[config.mk]
export PLATFORM = sky130hd
export DESIGN_NAME = tx_scheduler
export DESIGN_NICKNAME = d
export VERILOG_FILES = /design/src/rtl/tx_scheduler_pkg.sv /design/src/rtl/tx_scheduler_rr_arbiter.sv /design/src/rtl/tx_scheduler.sv
export SDC_FILE = /design/constraint.sdc
export NUM_CORES = 1
export LEC_CHECK = 0
export CORE_AREA = 2 2 75 77
export DETAILED_ROUTE_END_ITERATION = 10
export DIE_AREA = 0 0 77 79
export DONT_BUFFER_PORTS = 1
export PLACE_DENSITY = 0.44
export SLEW_MARGIN = 40
export SYNTH_ARGS = -nofsm -noshare
export SYNTH_HDL_FRONTEND = slang
export SYNTH_SLANG_ARGS = --single-unit
export TNS_END_PERCENT = 1
[constraint.sdc]
create_clock -name tx_clk -period 3.4 [get_ports tx_clk]
set_clock_uncertainty 0.2 [all_clocks]
set_input_delay 0.68 -clock tx_clk [delete_from_list [all_inputs] [get_ports tx_clk]]
set_output_delay 0.68 -clock tx_clk [all_outputs]
set_load 0.02 [all_outputs]
[src/rtl/tx_scheduler_pkg.sv]
// Shared defaults, state encoding and width helpers for the UART transmit scheduler.
package tx_scheduler_pkg;

    localparam int TX_DATA_WIDTH   = 8;
    localparam int NUM_TX_REQ      = 4;
    localparam int TX_FRAME_CYCLES = 11;
    localparam int TX_GAP_CYCLES   = 1;

    typedef enum logic [1:0] {
        ST_IDLE  = 2'd0,
        ST_START = 2'd1,
        ST_FRAME = 2'd2,
        ST_GAP   = 2'd3
    } tx_state_e;

    // Requester index width; a single requester still gets a 1-bit id.
    function automatic int id_width(input int num_req);
        return (num_req > 1) ? $clog2(num_req) : 1;
    endfunction

    function automatic int count_width(input int frame_cycles, input int gap_cycles);
        return $clog2((frame_cycles > gap_cycles) ? frame_cycles : gap_cycles) + 1;
    endfunction

endpackage

[src/rtl/tx_scheduler_rr_arbiter.sv]
// Combinational round-robin arbiter: first valid requester at or after rr_ptr, wrapping.
module rr_arbiter
    import tx_scheduler_pkg::*;
#(
    parameter int NUM_REQ = NUM_TX_REQ,
    parameter int GW      = id_width(NUM_REQ)
) (
    input  logic [NUM_REQ-1:0] req_valid,
    input  logic [GW-1:0]      rr_ptr,
    output logic [GW-1:0]      winner,
    output logic               any_valid
);

    always_comb begin
        int                 idx;
        logic [NUM_REQ-1:0] rot;
        // NOTE: every combinational output gets a default before the loop, so no path leaves it unassigned and no latch is inferred.
        winner    = '0;
        any_valid = 1'b0;
        idx       = 0;
        rot       = '0;
        for (int k = 0; k < NUM_REQ; k++) begin
            idx = int'(rr_ptr) + k;
            if (idx >= NUM_REQ) begin
                idx = idx - NUM_REQ;
            end
            rot = req_valid >> idx;
            if (!any_valid && rot[0]) begin
                winner    = GW'(idx);
                any_valid = 1'b1;
            end
        end
    end

endmodule

[src/rtl/tx_scheduler.sv]
// Round-robin scheduler sharing one UART transmitter among NUM_REQ byte producers.
// One byte per grant; data is held for the frame plus the inter-frame gap.
module tx_scheduler
    import tx_scheduler_pkg::*;
#(
    parameter int  NUM_REQ      = NUM_TX_REQ,
    parameter int  DATA_WIDTH   = TX_DATA_WIDTH,
    parameter int  FRAME_CYCLES = TX_FRAME_CYCLES,
    parameter int  GAP_CYCLES   = TX_GAP_CYCLES,
    localparam int GW           = id_width(NUM_REQ)
) (
    input  logic                          tx_clk,
    input  logic                          tx_rst_n,
    input  logic [NUM_REQ-1:0]            req_valid,
    input  logic [NUM_REQ*DATA_WIDTH-1:0] req_data,
    output logic [NUM_REQ-1:0]            req_ready,
    output logic                          tx_start,
    output logic [DATA_WIDTH-1:0]         data_out,
    output logic [GW-1:0]                 grant_id,
    output logic                          busy
);

    localparam int             CW         = count_width(FRAME_CYCLES, GAP_CYCLES);
    localparam logic [CW-1:0]  FRAME_LAST = CW'(FRAME_CYCLES - 1);
    localparam logic [CW-1:0]  GAP_LAST   = (GAP_CYCLES > 0) ? CW'(GAP_CYCLES - 1) : '0;

    tx_state_e             state;
    tx_state_e             state_nxt;
    logic [CW-1:0]         count;
    logic [GW-1:0]         rr_ptr;
    logic [GW-1:0]         winner;
    logic                  any_valid;
    logic                  accept;
    logic [DATA_WIDTH-1:0] sel_data;

    rr_arbiter #(
        .NUM_REQ (NUM_REQ),
        .GW      (GW)
    ) u_arb (
        .req_valid (req_valid),
        .rr_ptr    (rr_ptr),
        .winner    (winner),
        .any_valid (any_valid)
    );

    assign accept   = (state == ST_IDLE) && any_valid;
    assign sel_data = DATA_WIDTH'(req_data >> (int'(winner) * DATA_WIDTH));

    // NOTE: sequential state uses non-blocking assignments so every flop samples pre-edge values.
    always_ff @(posedge tx_clk or negedge tx_rst_n) begin
        if (!tx_rst_n) begin
            state <= ST_IDLE;
        end else begin
            state <= state_nxt;
        end
    end

    always_comb begin
        state_nxt = state;
        unique case (state)
            ST_IDLE: begin
                if (any_valid) begin
                    state_nxt = ST_START;
                end
            end
            ST_START: begin
                state_nxt = ST_FRAME;
            end
            ST_FRAME: begin
                if (count == FRAME_LAST) begin
                    state_nxt = (GAP_CYCLES > 0) ? ST_GAP : ST_IDLE;
                end
            end
            ST_GAP: begin
                if (count == GAP_LAST) begin
                    state_nxt = ST_IDLE;
                end
            end
            default: begin
                state_nxt = ST_IDLE;
            end
        endcase
    end

    always_comb begin
        busy      = (state != ST_IDLE);
        req_ready = accept ? (NUM_REQ'(1) << winner) : '0;
    end

    // The start strobe is the registered accept, so it lines up with the START state.
    always_ff @(posedge tx_clk or negedge tx_rst_n) begin
        if (!tx_rst_n) begin
            tx_start <= 1'b0;
            data_out <= '0;
            grant_id <= '0;
            rr_ptr   <= '0;
        end else begin
            tx_start <= accept;
            if (accept) begin
                data_out <= sel_data;
                grant_id <= winner;
                if (int'(winner) == NUM_REQ - 1) begin
                    rr_ptr <= '0;
                end else begin
                    rr_ptr <= winner + 1'b1;
                end
            end
        end
    end

    // Frame counting starts at 1 because the START cycle is the first frame cycle.
    always_ff @(posedge tx_clk or negedge tx_rst_n) begin
        if (!tx_rst_n) begin
            count <= '0;
        end else begin
            unique case (state)
                ST_START: begin
                    count <= CW'(1);
                end
                ST_FRAME, ST_GAP: begin
                    count <= (state_nxt != state) ? '0 : count + 1'b1;
                end
                default: begin
                    count <= '0;
                end
            endcase
        end
    end

endmodule

## Word-level counts from Yosys, hierarchy flattened

Cells that the tools add are included.

- Flip-flop bits (word level): 20
- Input port bits: 38
- Output and inout bits: 16
- Logic and storage cells: 62

- $add $sub $neg: 9
- Magnitude comparators: 4
- Equal/unequal tests: 6
- Shifts and indexed selects: 6
- Multiplexer cells: 20
- Reduce and logical (&&, ||, !) cells: 11

Operators by type and width:

| kind | number |
|---|---|
| $mux 32 | 4 |
| $shr 4x32->1 | 4 |
| $ge 32x4->1 const B | 3 |
| $sub 32x4->32 const B | 3 |
| $shr 32x5->8 | 1 |
| $mux 2 | 8 |
| $pmux 5 s2 | 1 |
| $pmux 2 s4 | 1 |
| $add 2x2->3 const B | 2 |
| $add 5x1->5 const B | 1 |
| $eq 5x4->1 const B | 1 |
| $logic_not 5->1 | 1 |
| $mux 5 | 1 |
| $eq 2x1->1 const B | 2 |
| $eq 2x2->1 const B | 2 |
| $logic_and 1x1->1 | 4 |
| $mux 1 | 4 |
| $mux 4 | 1 |
| $shl 1x2->4 const A | 1 |
| $sub 2x3->4 const B | 1 |
| $add 2x1->3 const B | 1 |
| $ge 2x3->1 const B | 1 |
| $logic_not 1->1 | 3 |
| $add 2x1->2 const B | 1 |
| 4 further kinds | 4 |

## Longest topological paths before layout

Gate-level depths: netlist of the first run.

- Depth after elaboration: 18
- Mapped depth: 12
- Gate-level depth less buffers: 10

## Cells and area by module

From an unflattened synthesis of the first run, not the netlist that was laid out.

- Cells, all modules: 141
- Area total of the unflattened synthesis: 1465.2 um^2

Modules (own cells, without submodules):

| module | times used | cells an instance | area each (um^2) | sequential area each (um^2) |
|---|---|---|---|---|
| tx_scheduler | 1 | 106 | 1157.4 | 500.5 |
| rr_arbiter | 1 | 35 | 307.8 | 0.0 |

## Worst setup path before layout of the first run

Ideal clock, no wire load.

- Path kind: register to output
- Start point: register rr_ptr[0]
- End point: output req_ready[0]
- Arrival time: 2511 ps
- Data required time: 2520 ps
- Path slack: 9 ps
- Stages on the path, launching flop included: 12
- Buffers on the path: 2
- Cells stage by stage: dfrtp_1 -> buf_6 -> inv_1 -> ha_1 -> clkbuf_1 -> mux2_2 -> a22o_1 -> a21oi_2 -> o2bb2ai_4 -> inv_8 -> ha_1 -> and2_1

- Cells in the longest elaborated chain, start to end: 15
- Elaborated cells between the ends (all ways): 36
- Classes of those cells: add/sub: 7; order compare: 4; shift: 5; mux: 13; reduce/logical: 7

RTL lines:

| element | line | source |
|---|---|---|
| start: declaration | tx_scheduler.sv:30 | `logic [GW-1:0] rr_ptr;` |
| start signal: assignment | tx_scheduler.sv:105 | `rr_ptr <= winner + 1'b1;` |
| branches (longest 12 deep; another with $sub 32x4->32) | n/a |  |
| $mux 2 * | tx_scheduler_rr_arbiter.sv:28 | `if (!any_valid && rot[0]) begin` |
| named net u_arb.winner[0] | tx_scheduler_rr_arbiter.sv:10 | `output logic [GW-1:0] winner,` |
| $shl 1x2->4 * | tx_scheduler.sv:87 | `req_ready = accept ? (NUM_REQ'(1) << winner) : '0;` |
| $mux 4 * | tx_scheduler.sv:87 |  |
| end: declaration | tx_scheduler.sv:16 | `output logic [NUM_REQ-1:0] req_ready,` |

Mark *: on every way through the listed nets, which the timed path passes.

## Worst setup path after layout of the first run

- Start point: register rr_ptr[0]
- End point: output req_ready[2]

Same word-level chain as after synthesis.

==> impl_metrics.env, run 1 <==
export IMPL_netlist_area_um2=1526
export IMPL_wl_met2_mm=1.569
export IMPL_cts_root_buf="clkbuf_8"
export IMPL_drt_pass1_iter_count=4
export IMPL_async_flop_share_pct=100.0
export IMPL_overflow=0
export IMPL_synth_adder_area_share_pct=8.197
export IMPL_clock_latency_ns=0.26
export IMPL_wl_met1_mm=1.611
export IMPL_slew_headroom_pct=64.78
export IMPL_synth_seq_cells=20
export IMPL_viasPerCell=5.038
export IMPL_crit_family="compound AO/OA/AOI/OAI gates"
export IMPL_synthToLayoutAreaGrowth_pct=15.00
export IMPL_nNetsFinal=213
export IMPL_synth_top_family_by_area="compound AO/OA/AOI/OAI gates"
export IMPL_stdcell_count=236
export IMPL_cp_max_fo=13
export IMPL_cp_arrival_ns=2.42
export IMPL_dp_cells=226
export IMPL_synthCells=155
export IMPL_seq_area_frac_synth_pct=32.79
export IMPL_tightest_slew_ns=0.5238
export IMPL_grt_util_all_layers_pct=11.53
export IMPL_dp_hpwl_mm=2.636
export IMPL_slowest_delay_ns=0.38
export IMPL_grt_pass1_wl_mm=5.713
export IMPL_htreeDepth=1
export IMPL_core_area_um2=5338
export IMPL_wl_met3_um=237
export IMPL_max_cap_violations=0
export IMPL_diodes=0
export IMPL_die_w_um=77
export IMPL_start_util_pct=28.60
export IMPL_powerDensity_nw_per_um2=1157
export IMPL_synth_nets=203
export IMPL_cp_num_buf_inv=2
export IMPL_synthDistinctLibCells=45
export IMPL_syn_avg_cell_area_um2=9.848
export IMPL_path_cells="buf_4, mux2_2, a2bb2oi_2, a21oi_2, o2bb2ai_4, inv_8, ha_1, and2_2"
export IMPL_worstReg2RegStart="rr_ptr[0]"
export IMPL_place_congestion=0.8296
export IMPL_rsz0062_at_grt="false"
export IMPL_grt_max_degree=21
export IMPL_period_share_pct=97.04
export IMPL_hold_ws_ns=0.1534
export IMPL_peakVddDrop_mv=0.3812
export IMPL_num_io_pins=54
export IMPL_antenna_found_initial=0
export IMPL_drive_above_1_share_pct=23.17
export IMPL_detail_route_iter0_violations=47
export IMPL_yosys_area_share_simple_pct=12.21
export IMPL_synthMuxAreaShare_pct=13.61
export IMPL_nFillCells=577
export IMPL_hold_path_class="in -> async"
export IMPL_status="finished clean"
export IMPL_ant_nets=0
export IMPL_final_common_cell="dfrtp_1"
export IMPL_synth_xor_xnor_area_share_pct=2.869
export IMPL_setup_viol=0
export IMPL_drc=0
export IMPL_finalCriticalPeriod_ns=3.299
export IMPL_dieArea_um2=6083
export IMPL_layout_common_cells="20 x dfrtp_1, 16 x inv_1, 14 x nor2_1"
export IMPL_synth_compound_area_share_pct=23.61
export IMPL_highest_layer="met4"
export IMPL_wirelength_mm=3.470
export IMPL_clkTransAtPathRegs_ns=0.08
export IMPL_port_buffers=0
export IMPL_slowest_stage="mux2_2"
export IMPL_die_h_um=79
export IMPL_critical_path_class="reg -> out"
export IMPL_worstSetupStartpoint="rr_ptr[0]"
export IMPL_yosysWarnings=0
export IMPL_grt_pass1_vias=1191
export IMPL_numCtsBuffers=3
export IMPL_cts_buffer_depth=2
export IMPL_setup_tns_ns=0
export IMPL_fp_row_count=27
export IMPL_end_kind="output pin"
export IMPL_design_area_um2=1755
export IMPL_synth_edf_count=0
export IMPL_maxSlewViolCount=0
export IMPL_synth_ff_type="dfrtp_1"
export IMPL_tritoncts="built"
export IMPL_reg2regPathDepth=8
export IMPL_cts_sinks=20
export IMPL_place_area_um2=1615
export IMPL_max_freq_ghz=0.3031
export IMPL_startpoint_type="flip-flop"
export IMPL_num_vias=1189
export IMPL_post_drt_wl_per_cell_um=14.70
export IMPL_worst_endpoint_required_ns=2.52
export IMPL_p_leak_nw=0.7830
export IMPL_hold_violations=0
export IMPL_cp_depth=8
==> final timing paths <==
kind | end | slack, ns
hold / removal | tx_start | 0.15
setup / recovery | req_ready[2] | 0.10
setup reg to reg | data_out[1] | 0.48
hold reg to reg | count[0] | 0.33
max in group asynchronous | rr_ptr[1] | 2.52
min in group tx_clk | count[0] | 0.33
==> cells by family after synthesis <==
| family | count (synthesis) |
|---|---|
| compound gates | 43 |
| xor+xnor | 5 |
| fa+ha+maj | 10 |
| buf+inv | 22 |
| flops | 20 |
| mux | 15 |
| simple gates | 40 |
==> synthesized netlist by cell type, types with 2 or more instances <==
library cell / n / share of area, %
a211oi_1: 2 / 0.98
a21boi_2: 2 / 1.5
a21oi_1: 5 / 1.6
a31oi_1: 10 / 4.1
and2_1: 6 / 2.5
dfrtp_1: 20 / 33
ha_1: 10 / 8.2
inv_1: 16 / 3.9
mux2_2: 3 / 2.2
mux2_4: 5 / 4.9
mux2i_1: 5 / 3.3
nand2_1: 11 / 2.7
nand3_1: 2 / 0.66
nor2_1: 15 / 3.7
nor2b_1: 3 / 1.2
o21ai_0: 2 / 0.66
o221a_1: 5 / 3.7
o221ai_1: 3 / 1.7
xnor2_1: 4 / 2.3
==> timing repair <==
item	in CTS	in global routing
resized for setup	5	2
setup endpoints to repair	4	4
pin swaps	0	1
hold endpoints to repair	20	0
setup buffers	0	5
hold buffers	1	0
==> stage by stage <==
stage,power [W],utilization [%],setup slack [ns]
after floorplan,0.001454,-,0.008603
after global placement,0.001649,30.26,0.2483
after detailed placement,0.001655,30.26,0.1989
after CTS,0.001953,32.21,0.01585
after global routing,0.002203,32.89,0.002359
final,0.002031,32.89,0.1005
==> layout make-up <==
cell class | count | area [um2] | share of cell area [%]
multi-input cells | 113 | 949.7 | 54.10
clock inverters | 1 | 30.03 | 1.711
well taps | 72 | 90.09 | 5.132
inverters | 17 | 71.32 | 4.063
clock buffers | 3 | 41.29 | 2.352
repair buffers | 10 | 72.57 | 4.134
flip-flops and latches | 20 | 500.5 | 28.51
==> state kept, by name (all words and copies together), names as in the netlist <==
register and count:
data_out 8, grant_id 2, tx_start 1, state 2, rr_ptr 2, count 5
==> per-layer routing <==
metal | up-vias | GRT usage, %
li1 | 569 | -
met1 | 569 | 14.46
met2 | 44 | 18.95
met3 | 7 | 3.409
met4 | 0 | 4.107
met5 | - | 0
==> power by group <==
part | switching (W) | leakage (nW) | internal, W | total (W)
Clock | 0.0000854 | 0.0357 | 0.000157 | 0.000243
Sequential | 0.000169 | 0.238 | 0.000350 | 0.000519
Combinational | 0.000653 | 0.510 | 0.000616 | 0.00127
Note: power is estimated with default switching activity, not from simulation.
==> run 2, diff against run 1 <==
--- a/config.mk
+++ b/config.mk
@@ -10,7 +10,7 @@
 export DIE_AREA = 0 0 77 79
 export DONT_BUFFER_PORTS = 1
 export PLACE_DENSITY = 0.44
-export SLEW_MARGIN = 40
+export SLEW_MARGIN = 0
 export SYNTH_ARGS = -nofsm -noshare
 export SYNTH_HDL_FRONTEND = slang
 export SYNTH_SLANG_ARGS = --single-unit
==> run 2 against run 1 <==
Net effect: register-to-register slack hardly changed; clock power hardly changed; maximum frequency stayed put; cell count stayed put; critical endpoint unchanged.
==> impl_metrics.env, run 2 (synthesis results as in run 1) <==
export IMPL_status="finished clean"
export IMPL_die_h_um=79
export IMPL_grt_pass1_vias=1191
export IMPL_drive_above_1_share_pct=22.56
export IMPL_slew_headroom_pct=37.95
export IMPL_num_io_pins=54
export IMPL_diodes=0
export IMPL_end_kind="output pin"
export IMPL_largest_registers="data_out: 8 flops, count: 5 flops"
export IMPL_maxSlewViolCount=0
export IMPL_cp_arrival_ns=2.42
export IMPL_p_seq_share_pct=25.5
export IMPL_p_comb_share_pct=62.5
export IMPL_num_vias=1189
export IMPL_max_cap_violations=0
export IMPL_viasPerCell=5.038
export IMPL_slowest_stage="mux2_2"
export IMPL_cts_sinks=20
export IMPL_r2r_setup_slack_ns=0.48
export IMPL_grt_max_degree=21
export IMPL_slowest_delay_ns=0.38
export IMPL_hold_ws_ns=0.3313
export IMPL_rsz0062_at_grt="false"
export IMPL_die_w_um=77
export IMPL_powerDensity_nw_per_um2=1154
export IMPL_start_util_pct=28.60
export IMPL_detail_route_iter0_violations=47
export IMPL_drc=0
export IMPL_nNetsFinal=213
export IMPL_core_area_um2=5338
export IMPL_critical_path_class="reg -> out"
export IMPL_drt_pass1_iter_count=4
export IMPL_setup_tns_ns=0
export IMPL_worstSetupStartpoint="rr_ptr[0]"
export IMPL_setup_viol=0
export IMPL_fp_row_count=27
export IMPL_dieArea_um2=6083
export IMPL_port_buffers=0
export IMPL_peakVddDrop_mv=0.3812
export IMPL_overflow=0
export IMPL_startpoint_type="flip-flop"
export IMPL_place_congestion=0.8296
export IMPL_synthToLayoutAreaGrowth_pct=15.33
export IMPL_setup_ws_ns=0.1005
export IMPL_max_freq_ghz=0.3031
export IMPL_post_drt_wl_per_cell_um=14.71
export IMPL_clock_latency_ns=0.26
export IMPL_worstReg2RegStart="rr_ptr[0]"
export IMPL_path_cells="buf_4, mux2_2, a2bb2oi_2, a21oi_2, o2bb2ai_4, inv_8, ha_1, and2_2"
export IMPL_netSwitchingPower_w=0.0009076
export IMPL_place_ws_ns=0.1989
export IMPL_p_leak_nw=0.7832
export IMPL_min_from="count[0]"
export IMPL_period_share_pct=97.04
export IMPL_largest_reg_flops=8
export IMPL_dp_hpwl_mm=2.636
export IMPL_layout_common_cells="20 x dfrtp_1, 16 x inv_1, 14 x nor2_1"
export IMPL_numCtsBuffers=3
export IMPL_p_int_w=0.001124
export IMPL_tritoncts="built"
export IMPL_htreeDepth=1
export IMPL_clkTransAtPathRegs_ns=0.08
export IMPL_regMostFlops="data_out"
export IMPL_ant_nets=0
export IMPL_cp_max_fo=13
export IMPL_hold_path_class="reg -> reg"
export IMPL_cts_root_buf="clkbuf_8"
export IMPL_switching_share_pct=44.67
export IMPL_antenna_found_initial=0
export IMPL_grt_pass1_wl_mm=5.713
export IMPL_hold_violations=0
export IMPL_p_clk_share_pct=11.9
export IMPL_final_util_pct=32.98
export IMPL_final_common_cell="dfrtp_1"
export IMPL_finalCriticalPeriod_ns=3.299
export IMPL_cts_buffer_depth=2
export IMPL_wirelength_mm=3.471
export IMPL_worst_endpoint_required_ns=2.52
export IMPL_grt_util_all_layers_pct=11.53
export IMPL_tightest_slew_ns=0.9277
run 2: changes by cell type in the layout (fill, tap and decap cells not counted), sizes merged:
| cell | delta |
|---|---|
| buf | -1 |
| dlygate4sd3 | +1 |
run 2: metal layers:
| metal | share of wire (%) | vias up | global-route usage (%) |
|---|---|---|---|
| li1 | - | 569 | - |
| met2 | 45 | 44 | 18.95 |
| met4 | 1.5 | 0 | 4.107 |
| met1 | 46 | 569 | 14.46 |
| met3 | 6.8 | 7 | 3.409 |
| met5 | 0 | - | 0 |
run 2: layout make-up:
type | count | area, um2
fillers | 576 | 3577
multi-input cells | 113 | 949.7
clock inverters | 1 | 30.03
repair buffers | 10 | 77.57
inverters | 17 | 71.32
well taps | 72 | 90.09
clock buffers | 3 | 41.29
flip-flops and latches | 20 | 500.5
run 2: worst paths after layout:
kind,depth (start not counted),endpoint
max,8,req_ready[2]
min,1,count[0]
max reg2reg,8,data_out[1]
min reg2reg,1,count[0]
max in group asynchronous,1,rr_ptr[1]
min in group asynchronous,1,tx_start
run 2: power by group through the flow:
stage               sequential, W  combinational (W)  clock, W
floorplan                0.000503           0.000950         0
global placement         0.000523            0.00113         0
detailed placement       0.000527            0.00113         0
CTS                      0.000522            0.00118  0.000249
global route             0.000538            0.00140  0.000263
finish                   0.000519            0.00127  0.000243
run 2: repair_timing:
item                       in CTS  in global routing
setup endpoints to repair       4                  4
hold buffers                    1                  0
pin swaps                       0                  1
hold endpoints to repair       20                  0
setup buffers                   0                  5
gates resized for setup         5                  2
run 2: stage by stage:
stage	instance area, um2	power (W)	cells
final	1760	0.002032	236
after global routing	1760	0.002203	236
after CTS	1719	0.001953	231
after detailed placement	1615	0.001655	226
after global placement	1615	0.001649	226
after floorplan	1526	0.001454	155
run 2: critical path, delay by kind of cell, from the launching register on:
kind	cells	cell delay, ns
compound gates	3	0.74
fa+ha+maj	1	0.19
buf+inv	2	0.28
flops	1	0.35
mux	1	0.38
simple gates	1	0.21
==> run 3, diff against run 2 <==
--- a/config.mk
+++ b/config.mk
@@ -5,11 +5,11 @@
 export SDC_FILE = /design/constraint.sdc
 export NUM_CORES = 1
 export LEC_CHECK = 0
-export CORE_AREA = 2 2 75 77
+export CORE_AREA = 2 2 62 64
 export DETAILED_ROUTE_END_ITERATION = 10
-export DIE_AREA = 0 0 77 79
+export DIE_AREA = 0 0 64 66
 export DONT_BUFFER_PORTS = 1
-export PLACE_DENSITY = 0.44
+export PLACE_DENSITY = 0.6
 export SLEW_MARGIN = 0
 export SYNTH_ARGS = -nofsm -noshare
 export SYNTH_HDL_FRONTEND = slang
==> run 3 against run 2 <==
Net effect: first-iteration DRC count up 2.1%; wire length down 6.5%; sequential power about the same; core utilization increased by 15 points; non-clock buffer count increased by 2; flip-flop and latch count is the same; total power shrank 6.1%; worst setup slack better by 0.016 ns; largest power group unchanged.
==> impl_metrics.env, run 3 (synthesis results as in run 1) <==
export IMPL_regMostFlops="data_out"
export IMPL_dieArea_um2=4224
export IMPL_cts_root_buf="clkbuf_4"
export IMPL_min_from="req_data[26]"
export IMPL_core_area_um2=3551
export IMPL_holdPathStages=2
export IMPL_cp_depth=8
export IMPL_drt_pass1_iter_count=4
export IMPL_num_io_pins=54
export IMPL_grt_pass1_wl_mm=5.292
export IMPL_rsz0062_at_grt="true"
export IMPL_r2r_end="data_out[1]"
export IMPL_drc=0
export IMPL_nFillCells=340
export IMPL_worst_endpoint_required_ns=2.52
export IMPL_max_cap_violations=0
export IMPL_period_share_pct=96.59
export IMPL_slowest_delay_ns=0.37
export IMPL_largest_registers="data_out: 8 flops, count: 5 flops"
export IMPL_hold_path_class="in -> reg"
export IMPL_htreeDepth=1
export IMPL_clkTransAtPathRegs_ns=0.11
export IMPL_cts_buffer_depth=2
export IMPL_place_ws_ns=0.2258
export IMPL_die_w_um=64
export IMPL_path_cells="inv_1, ha_4, mux2_2, a22o_1, a21oi_2, o2bb2ai_4, ha_1, and2_2"
export IMPL_powerDensity_nw_per_um2=1124
export IMPL_grt_util_all_layers_pct=16.10
export IMPL_slowest_stage="dfrtp_1"
export IMPL_hold_violations=0
export IMPL_fp_row_count=22
export IMPL_diodes=0
export IMPL_layout_common_cells="20 x dfrtp_1, 15 x inv_1, 14 x nor2_1"
export IMPL_dp_hpwl_mm=2.525
export IMPL_worstReg2RegStart="rr_ptr[1]"
export IMPL_power_total_w=0.001907
export IMPL_wl_met3_um=216
export IMPL_maxSlewViolCount=0
export IMPL_cp_num_buf_inv=1
export IMPL_finalCriticalPeriod_ns=3.284
export IMPL_status="finished clean"
export IMPL_numCtsBuffers=3
export IMPL_wirelength_mm=3.247
export IMPL_tightest_slew_ns=0.9322
export IMPL_largest_reg_flops=8
export IMPL_p_leak_nw=0.7728
export IMPL_port_buffers=0
export IMPL_drive_above_1_share_pct=24.24
export IMPL_peakVddDrop_mv=0.5583
export IMPL_final_common_cell="dfrtp_1"
export IMPL_crit_family="adder cells"
export IMPL_antenna_found_initial=0
export IMPL_r2r_setup_slack_ns=0.41
export IMPL_post_drt_wl_per_cell_um=15.24
export IMPL_setup_viol=0
export IMPL_critical_path_class="reg -> out"
export IMPL_hold_end="data_out[2]"
export IMPL_grt_pass1_vias=1147
export IMPL_wl_met2_mm=1.569
export IMPL_viasPerCell=5.479
export IMPL_startpoint_type="flip-flop"
export IMPL_num_vias=1167
export IMPL_die_h_um=66
export IMPL_cp_arrival_ns=2.40
export IMPL_setup_ws_ns=0.1161
export IMPL_detail_route_iter0_violations=48
export IMPL_end_kind="output pin"
export IMPL_reg2regPathDepth=8
export IMPL_tritoncts="built"
export IMPL_synthToLayoutAreaGrowth_pct=11.15
export IMPL_max_freq_ghz=0.3045
export IMPL_nNetsFinal=215
export IMPL_highest_layer="met4"
export IMPL_ant_nets=0
export IMPL_grt_max_degree=21
export IMPL_clock_latency_ns=0.29
export IMPL_overflow=0
export IMPL_start_util_pct=42.99
export IMPL_wl_met1_mm=1.442
export IMPL_place_congestion=0.8756
export IMPL_cts_sinks=20
export IMPL_cp_max_fo=7
export IMPL_slew_headroom_pct=37.65
run 3: worst max path at each step:
stage              start            to  slack (ns)
2_1_floorplan  rr_ptr[0]  req_ready[0]       0.009
3_3_place_gp   rr_ptr[0]  req_ready[0]        0.28
3_5_place_dp   rr_ptr[0]  req_ready[0]        0.23
4_1_cts        rr_ptr[1]  req_ready[0]       0.003
5_1_grt        rr_ptr[0]  req_ready[0]      -0.002
6_report       rr_ptr[0]  req_ready[1]        0.12
run 3: metrics by stage:
step,instances,hold WS [ns],utilization [%],instance area [um2],setup TNS (ns)
2_1_floorplan,155,0.1844,-,1526,0
3_3_place_gp,203,0.1852,44.86,1593,0
3_5_place_dp,203,0.1853,44.86,1593,0
4_1_cts,209,0.3146,46.37,1647,0
5_1_grt,213,0.3014,47.78,1697,-0.002323
6_report,213,0.3336,47.78,1697,0
run 3: final cells by class:
class / count / area, um2 / area share [%]
multi-input combinational: 113 / 945.9 / 55.75
inverter: 17 / 71.32 / 4.204
clock buffer: 3 / 22.52 / 1.327
timing repair buffer: 12 / 96.34 / 5.678
tap: 48 / 60.06 / 3.540
sequential: 20 / 500.5 / 29.50
run 3: report_power, final:
| group | internal [W] | leakage [nW] | switching, W |
|---|---|---|---|
| registers | 0.000350 | 0.238 | 0.000166 |
| logic | 0.000638 | 0.521 | 0.000643 |
| clock network | 0.0000412 | 0.0138 | 0.0000687 |
| total | 0.00103 | 0.773 | 0.000878 |
run 3: what timing repair did:
item | in CTS | in global routing
endpoints found under the setup margin | 4 | 4
buffers inserted | 2 | 4
hold buffers | 1 | 0
hold endpoints to repair | 20 | 0
gates cloned | 0 | 0
pin swaps | 1 | 2
resized for setup | 4 | 7
run 3: routing by layer:
| metal | up-vias | track usage [%] |
|---|---|---|
| met5 | - | 0 |
| met3 | 2 | 6.133 |
| met4 | 0 | 4.076 |
| met1 | 546 | 18.67 |
| met2 | 42 | 27.86 |
| li1 | 577 | - |
